$ cat src/rtl/riscv_muldiv_pkg.sv
// Shared definitions for the iterative RV32M multiply/divide unit.
//   muldiv_op_e    : RV32M funct3 codes
//   muldiv_state_e : sequencer states
//   MULDIV_ITERS   : shift-add / restoring iterations per operation
package riscv_pkg;

  localparam int DATA_WIDTH   = 32;
  localparam int ADDR_WIDTH   = 5;
  localparam int MULDIV_ITERS = 32;

  typedef enum logic [2:0] {
    OP_MUL    = 3'd0,
    OP_MULH   = 3'd1,
    OP_MULHSU = 3'd2,
    OP_MULHU  = 3'd3,
    OP_DIV    = 3'd4,
    OP_DIVU   = 3'd5,
    OP_REM    = 3'd6,
    OP_REMU   = 3'd7
  } muldiv_op_e;

  typedef enum logic [1:0] {
    ST_IDLE = 2'd0,
    ST_ITER = 2'd1,
    ST_FIX  = 2'd2,
    ST_DONE = 2'd3
  } muldiv_state_e;

endpackage

$ cat src/rtl/riscv_muldiv_if.sv
// Request / writeback bundle between the pipeline and the mul/div unit.
//   master : pipeline side (drives request, kill; sees busy and write port)
//   slave  : mul/div unit side
interface riscv_muldiv_if #(
  parameter int DATA_WIDTH = 32,
  parameter int ADDR_WIDTH = 5
);
  logic                  start;
  logic [2:0]            op;
  logic [DATA_WIDTH-1:0] rs1_data;
  logic [DATA_WIDTH-1:0] rs2_data;
  logic [ADDR_WIDTH-1:0] rd_addr;
  logic                  kill;
  logic                  busy;
  logic                  done;
  logic                  wr_en;
  logic [ADDR_WIDTH-1:0] wr_addr;
  logic [DATA_WIDTH-1:0] wr_data;

  modport master (
    output start, op, rs1_data, rs2_data, rd_addr, kill,
    input  busy, done, wr_en, wr_addr, wr_data
  );

  modport slave (
    input  start, op, rs1_data, rs2_data, rd_addr, kill,
    output busy, done, wr_en, wr_addr, wr_data
  );
endinterface

$ cat src/rtl/riscv_muldiv_sign.sv
// Combinational sign handling for the mul/div unit.
//   op, rs1_data, rs2_data -> a_mag/b_mag operand magnitudes, a_neg/b_neg
//                             (operand negative and treated as signed)
//   fix_is_mul, fix_a_neg, fix_b_neg, acc -> fixed: sign-corrected
//     64-bit product, or {remainder, quotient} for divides
module riscv_muldiv_sign
  import riscv_pkg::*;
(
  input  muldiv_op_e  op,
  input  logic [31:0] rs1_data,
  input  logic [31:0] rs2_data,
  output logic [31:0] a_mag,
  output logic [31:0] b_mag,
  output logic        a_neg,
  output logic        b_neg,
  input  logic        fix_is_mul,
  input  logic        fix_a_neg,
  input  logic        fix_b_neg,
  input  logic [63:0] acc,
  output logic [63:0] fixed
);

  logic signed_a;
  logic signed_b;
  logic differ;

  // NOTE: every output of a combinational block gets a default first, so
  // no path through the block leaves a value held and a latch is inferred.
  always_comb begin
    signed_a = 1'b0;
    signed_b = 1'b0;
    // MUL's low word is the same for any signedness, so treat it as signed.
    unique case (op)
      OP_MUL, OP_MULH, OP_DIV, OP_REM: begin
        signed_a = 1'b1;
        signed_b = 1'b1;
      end
      OP_MULHSU: signed_a = 1'b1;
      default: ;
    endcase
    a_neg = signed_a & rs1_data[31];
    b_neg = signed_b & rs2_data[31];
    a_mag = a_neg ? (~rs1_data + 32'd1) : rs1_data;
    b_mag = b_neg ? (~rs2_data + 32'd1) : rs2_data;
  end

  always_comb begin
    differ = fix_a_neg ^ fix_b_neg;
    fixed  = acc;
    if (fix_is_mul) begin
      if (differ) fixed = ~acc + 64'd1;
    end else begin
      // Remainder follows the dividend; quotient follows the sign product.
      fixed[63:32] = fix_a_neg ? (~acc[63:32] + 32'd1) : acc[63:32];
      fixed[31:0]  = differ    ? (~acc[31:0]  + 32'd1) : acc[31:0];
    end
  end

endmodule

$ cat src/rtl/riscv_muldiv.sv
// Iterative RV32M multiply/divide unit with a register-file write port.
//   clk, rst : clock and synchronous active-high reset
//   bus      : slave side of riscv_muldiv_if (request, kill, busy,
//              done pulse, wr_en/wr_addr/wr_data write request)
// A request runs 32 shift-add or restoring-divide iterations, one sign-fix
// cycle, then one write cycle. Divide-by-zero and signed overflow skip
// straight to the write cycle with the architectural result preloaded.
module riscv_muldiv
  import riscv_pkg::*;
(
  input logic           clk,
  input logic           rst,
  riscv_muldiv_if.slave bus
);

  muldiv_state_e state;
  muldiv_op_e    op_q;
  logic [4:0]    rd_q;
  logic [31:0]   divisor;    // multiplicand or divisor magnitude
  logic          a_neg_q;
  logic          b_neg_q;
  logic [63:0]   acc;        // {hi,lo} product or {rem,quo}
  logic [5:0]    cnt;
  logic [31:0]   result;
  logic          done_q;
  logic          wr_en_q;
  logic [4:0]    wr_addr_q;
  logic [31:0]   wr_data_q;

  muldiv_op_e  op_in;
  logic [31:0] a_mag;
  logic [31:0] b_mag;
  logic        a_neg;
  logic        b_neg;
  logic [63:0] fixed;
  logic        div_zero;
  logic        overflow;
  logic [31:0] special_res;
  logic [32:0] mul_sum;
  logic [63:0] mul_next;
  logic [32:0] rem_sh;
  logic [31:0] rem_sub;
  logic [63:0] div_next;
  logic        is_div_q;
  logic        sel_hi;

  assign op_in    = muldiv_op_e'(bus.op);
  assign is_div_q = op_q[2];

  riscv_muldiv_sign u_sign (
    .op         (op_in),
    .rs1_data   (bus.rs1_data),
    .rs2_data   (bus.rs2_data),
    .a_mag      (a_mag),
    .b_mag      (b_mag),
    .a_neg      (a_neg),
    .b_neg      (b_neg),
    .fix_is_mul (~is_div_q),
    .fix_a_neg  (a_neg_q),
    .fix_b_neg  (b_neg_q),
    .acc        (acc),
    .fixed      (fixed)
  );

  // Early-out cases resolved at request time.
  always_comb begin
    div_zero = bus.op[2] && (bus.rs2_data == 32'd0);
    overflow = ((op_in == OP_DIV) || (op_in == OP_REM)) &&
               (bus.rs1_data == 32'h8000_0000) && (bus.rs2_data == 32'hFFFF_FFFF);
    if (bus.op[1]) special_res = div_zero ? bus.rs1_data : 32'd0;
    else           special_res = div_zero ? 32'hFFFF_FFFF : 32'h8000_0000;
  end

  // One iteration step for each datapath.
  always_comb begin
    mul_sum  = {1'b0, acc[63:32]} + {1'b0, divisor};
    mul_next = acc[0] ? {mul_sum, acc[31:1]} : {1'b0, acc[63:1]};
    // The shifted partial remainder needs 33 bits before the compare.
    rem_sh   = acc[63:31];
    rem_sub  = rem_sh[31:0] - divisor;
    if (rem_sh >= {1'b0, divisor}) div_next = {rem_sub,      acc[30:0], 1'b1};
    else                           div_next = {rem_sh[31:0], acc[30:0], 1'b0};
    sel_hi   = (op_q != OP_MUL) && (op_q != OP_DIV) && (op_q != OP_DIVU);
  end

  // NOTE: sequential state uses non-blocking assignments so every register
  // samples pre-edge values regardless of statement order.
  always_ff @(posedge clk) begin
    if (rst) begin
      state     <= ST_IDLE;
      op_q      <= OP_MUL;
      rd_q      <= '0;
      divisor   <= '0;
      a_neg_q   <= 1'b0;
      b_neg_q   <= 1'b0;
      acc       <= '0;
      cnt       <= '0;
      result    <= '0;
      done_q    <= 1'b0;
      wr_en_q   <= 1'b0;
      wr_addr_q <= '0;
      wr_data_q <= '0;
    end else begin
      done_q  <= 1'b0;
      wr_en_q <= 1'b0;
      unique case (state)
        ST_IDLE: begin
          if (bus.start && !bus.kill) begin
            op_q    <= op_in;
            rd_q    <= bus.rd_addr;
            divisor <= b_mag;
            a_neg_q <= a_neg;
            b_neg_q <= b_neg;
            acc     <= {32'd0, a_mag};
            cnt     <= '0;
            if (div_zero || overflow) begin
              result <= special_res;
              state  <= ST_DONE;
            end else begin
              state  <= ST_ITER;
            end
          end
        end
        ST_ITER: begin
          if (bus.kill) begin
            state <= ST_IDLE;
          end else begin
            acc <= is_div_q ? div_next : mul_next;
            cnt <= cnt + 6'd1;
            if (cnt == 6'(MULDIV_ITERS - 1)) state <= ST_FIX;
          end
        end
        ST_FIX: begin
          if (bus.kill) begin
            state <= ST_IDLE;
          end else begin
            result <= sel_hi ? fixed[63:32] : fixed[31:0];
            state  <= ST_DONE;
          end
        end
        ST_DONE: begin
          state <= ST_IDLE;
          if (!bus.kill) begin
            done_q    <= 1'b1;
            wr_en_q   <= (rd_q != 5'd0);
            wr_addr_q <= rd_q;
            wr_data_q <= result;
          end
        end
        default: state <= ST_IDLE;
      endcase
    end
  end

  assign bus.busy    = (state != ST_IDLE);
  assign bus.done    = done_q;
  assign bus.wr_en   = wr_en_q;
  assign bus.wr_addr = wr_addr_q;
  assign bus.wr_data = wr_data_q;

endmodule

$ cat src/flat_wrapper.sv
// flat-port wrapper written by rule: the top's interface ports become plain ports
module riscv_muldiv_flat import riscv_pkg::*;
  (clk, rst, bus_start, bus_op, bus_rs1_data, bus_rs2_data, bus_rd_addr, bus_kill, bus_busy, bus_done, bus_wr_en, bus_wr_addr, bus_wr_data);
  riscv_muldiv_if bus_i ();
  input logic clk;
  input logic rst;
  input wire logic [$bits(bus_i.start)-1:0] bus_start;
  input wire logic [$bits(bus_i.op)-1:0] bus_op;
  input wire logic [$bits(bus_i.rs1_data)-1:0] bus_rs1_data;
  input wire logic [$bits(bus_i.rs2_data)-1:0] bus_rs2_data;
  input wire logic [$bits(bus_i.rd_addr)-1:0] bus_rd_addr;
  input wire logic [$bits(bus_i.kill)-1:0] bus_kill;
  output wire logic [$bits(bus_i.busy)-1:0] bus_busy;
  output wire logic [$bits(bus_i.done)-1:0] bus_done;
  output wire logic [$bits(bus_i.wr_en)-1:0] bus_wr_en;
  output wire logic [$bits(bus_i.wr_addr)-1:0] bus_wr_addr;
  output wire logic [$bits(bus_i.wr_data)-1:0] bus_wr_data;
  assign bus_i.start = bus_start;
  assign bus_i.op = bus_op;
  assign bus_i.rs1_data = bus_rs1_data;
  assign bus_i.rs2_data = bus_rs2_data;
  assign bus_i.rd_addr = bus_rd_addr;
  assign bus_i.kill = bus_kill;
  assign bus_busy = bus_i.busy;
  assign bus_done = bus_i.done;
  assign bus_wr_en = bus_i.wr_en;
  assign bus_wr_addr = bus_i.wr_addr;
  assign bus_wr_data = bus_i.wr_data;
  riscv_muldiv u_core (.clk(clk), .rst(rst), .bus(bus_i));
endmodule
$ cat config.mk
export PLATFORM = sky130hd
export DESIGN_NAME = riscv_muldiv_flat
export DESIGN_NICKNAME = d
export VERILOG_FILES = /design/src/rtl/riscv_muldiv_pkg.sv /design/src/rtl/riscv_muldiv_if.sv /design/src/rtl/riscv_muldiv_sign.sv /design/src/rtl/riscv_muldiv.sv /design/src/flat_wrapper.sv
export SDC_FILE = /design/constraint.sdc
export NUM_CORES = 1
export LEC_CHECK = 0
export BUFFER_PORTS_ARGS = -buffer_cell sky130_fd_sc_hd__buf_2
export CORE_MARGIN = 2
export CORE_UTILIZATION = 35
export CTS_CLUSTER_DIAMETER = 200
export DETAILED_ROUTE_END_ITERATION = 10
export GPL_ROUTABILITY_DRIVEN = 0
export SETUP_SLACK_MARGIN = 0.15
export SYNTH_ARGS = -nofsm -noshare
export SYNTH_HDL_FRONTEND = slang
export SYNTH_SLANG_ARGS = --single-unit
export TNS_END_PERCENT = 20
$ cat constraint.sdc
create_clock -name clk -period 8.75 [get_ports clk]
set_input_delay 0.875 -clock clk [delete_from_list [all_inputs] [get_ports clk]]
set_output_delay 0.875 -clock clk [all_outputs]
set_load 0.01 [all_outputs]
==> run metrics <==
WP data arrival between 4000 and 5000 ps; Leakage Power 6.479 nW; RSZ-0062 raised after global routing false; Die Area 45620 sq um; Syn Inst Count 2118; final period utilization 0.4953; Seq/Total Area, Yosys 0.2409; Hold Path Class reg -> reg; CTS root buffer clkbuf_16; Setup crit end kind register; Post-Syn Area 15370 sq um; Cell Area, Placed 16210 sq um; ant diodes 0; final clock skew 22.11 ps; Initial DRC Count 2048; DRT Pass-1 Iters 6; critical path class in -> reg; Tightest Pin Transition roughly 1000 ps; power per cell area between 100 and 150 nW/um^2; number of port buffers 115; Worst-Skew Late Latency 470 ps; Vias/cell approximately 6.0; global route overflow 0; synth top area cells dfxtp_1 24%, a21oi_1 6.8%, nand2_1 6.7%, ha_1 5.7%, xor2_1 4.8%; # IOs ~120; outcome complete, no violations; Synth cell types 89; top_reg_cell synth dfxtp_1; hpwl dp 41630 um; number of synthesis warnings 0; Post-synth EDFFs 0; Worst Path Required 9110 ps; CTS H-Tree Depth 4; Routed WL 55730 um; ANT nets after route 0; post-route cell area 16820 sq um; DR DRC count 0; all-layer global routing usage 0.2421; most common cell in the synthesized netlist nand2_1; Synth top area share 0.2409; TNS Setup 0 ps; initial antenna violation count 0; critical path peak fanout 47; #FFs+latches synth 185; vias in the first global route roughly 15k; start point of the critical path bus_rs1_data[1]; clk sinks 185; synth cell count leaders 273 x nand2_1, 210 x a21oi_1, 185 x dfxtp_1; Num CTS Buffers 17; Synth area leader dfxtp_1; Slew HR 0.3473; first-pass GRT wire length around 86000 um; crit-path max cell delay 770 ps; CP max-delay cell and2_2; syn nets 2266; Wirelength per Cell 20.54 um; layout cells sized above 1 0.1010; Final Setup Violations 0; Hold Fails Final Rpt 0; area delta synth->final 9.383%; reg2reg start u_core.acc[0]; Max-cap violations 0; CTS tree built; Final Max Slew Viols 0; # hold bufs at CTS 0; maximum vdd drop 0.1130 mV; Post-CTS Resized 0; hold wc startpoint u_core.bus.wr_data[27]; clock slew at reported path FFs 80 ps; clock buffer depth 2; Tmin final around 4300 ps; Worst Setup Start Kind input port; DR vias 16.25k; crit-path cells buf_2 > inv_1 > ha_1 > or3b_2 > nor4_1 > nand3_1 > nor4_1 > nand4_1 > nand3_1 > and2_2 > nor2_1 > a311oi_1; Rows 76; Die W 213.6 um; Die H 213.6 um; Final nets 2263; Fmax 230.8 MHz; largest net degree at the start of global routing 75; Starting Density 0.3561; Mean Syn Cell Area 7.259 sq um; post-CTS setup buffer count 0; Core ar. 43170 sq um; Async SR Flop Fraction 0
[final timing paths]
kind	end	slack, ps	cells past startpoint
setup reg to reg	u_core.result[12]	4650	11
hold reg to reg	u_core.bus.wr_data[27]	450	2
setup / recovery	u_core.result[8]	4420	12
hold / removal	u_core.bus.wr_data[27]	450	2
[cell families (layout without fill, tap and decap cells)]
family	count (synthesis)	in the layout	share of synthesized area
AND/OR/NAND/NOR	726	726	0.2236
adder cells (fa/ha/maj)	72	72	0.05957
multiplexers	39	39	0.02539
AO/OA/AOI/OAI	704	704	0.2962
buffers and inverters	228	238	0.06087
XOR/XNOR	164	164	0.09342
flip-flops	185	185	0.2409
[cells in the final DEF, fill, tap and decap left out, drive strengths merged, types with 18 or more instances in the layout]
cell type	synthesis	final
nand2	273	273
a21oi	211	211
nor2	186	186
dfxtp	185	185
o21ai	151	151
buf	29	136
xor2	85	85
xnor2	79	79
inv	70	77
ha	70	70
a211oi	69	69
nor3	62	62
a21o	39	39
mux2i	39	39
nand3	36	36
o211ai	36	36
a31oi	28	28
nor4	26	26
nand4	24	24
o31ai	22	22
nand2b	21	21
or3	20	20
clkbuf	129	19
a311oi	18	18
[flip-flops by register name, indices dropped and copies added, names as in the netlist, 2 cells and up]
| signal | cells |
|---|---|
| u_core.acc | 64 |
| u_core.bus.wr_data | 32 |
| u_core.divisor | 32 |
| u_core.result | 32 |
| u_core.cnt | 6 |
| u_core.bus.wr_addr | 5 |
| u_core.rd_q | 5 |
| u_core.op_q | 3 |
| u_core.state | 2 |
[worst max-delay path, delay by kind of cell]
| family | cells | cell delay [ps] |
|---|---|---|
| AOI/OAI and AO/OA | 1 | 320 |
| adders and majority gates | 1 | 150 |
| buffers and inverters | 2 | 200 |
| and+or+nand+nor | 8 | 3120 |
[area by class of cell]
cell class              count  area (sq um)
fillers                  4612         26350
well taps                 585         732.0
repair buffers            136         735.7
multi-input cells        1705         10780
flip-flops and latches    185          3705
clock buffers              19         452.9
clock inverters            13         151.4
inverters                  70         262.8
[metrics by stage]
stage	total power [W]	hold slack, ps	cells	utilization	setup slack, ps
after detailed placement	0.001481	447.1	2681	0.3756	4064
after floorplan	0.001312	427.1	2118	-	5566
final	0.002283	454.0	2713	0.3895	4417
after global routing	0.002383	474.0	2713	0.3895	4196
after CTS	0.002283	458.5	2713	0.3895	4540
after global placement	0.001475	442.0	2681	0.3756	4247
[per-layer routing]
metal | track usage | part of all wire | up-vias
li1 | - | - | 7710
met1 | 0.3371 | 0.44 | 7637
met2 | 0.3720 | 0.43 | 780
met3 | 0.04613 | 0.086 | 125
met4 | 0.08597 | 0.036 | 0
met5 | 0 | 0 | -
[power by group]
group | switching [W] | total (W) | internal, W
combinational | 0.000358 | 0.000558 | 0.000200
clock | 0.000407 | 0.000806 | 0.000399
sequential | 0.0000490 | 0.000919 | 0.000870
total | 0.000814 | 0.00228 | 0.00147
(Power assumes the default switching activity.)
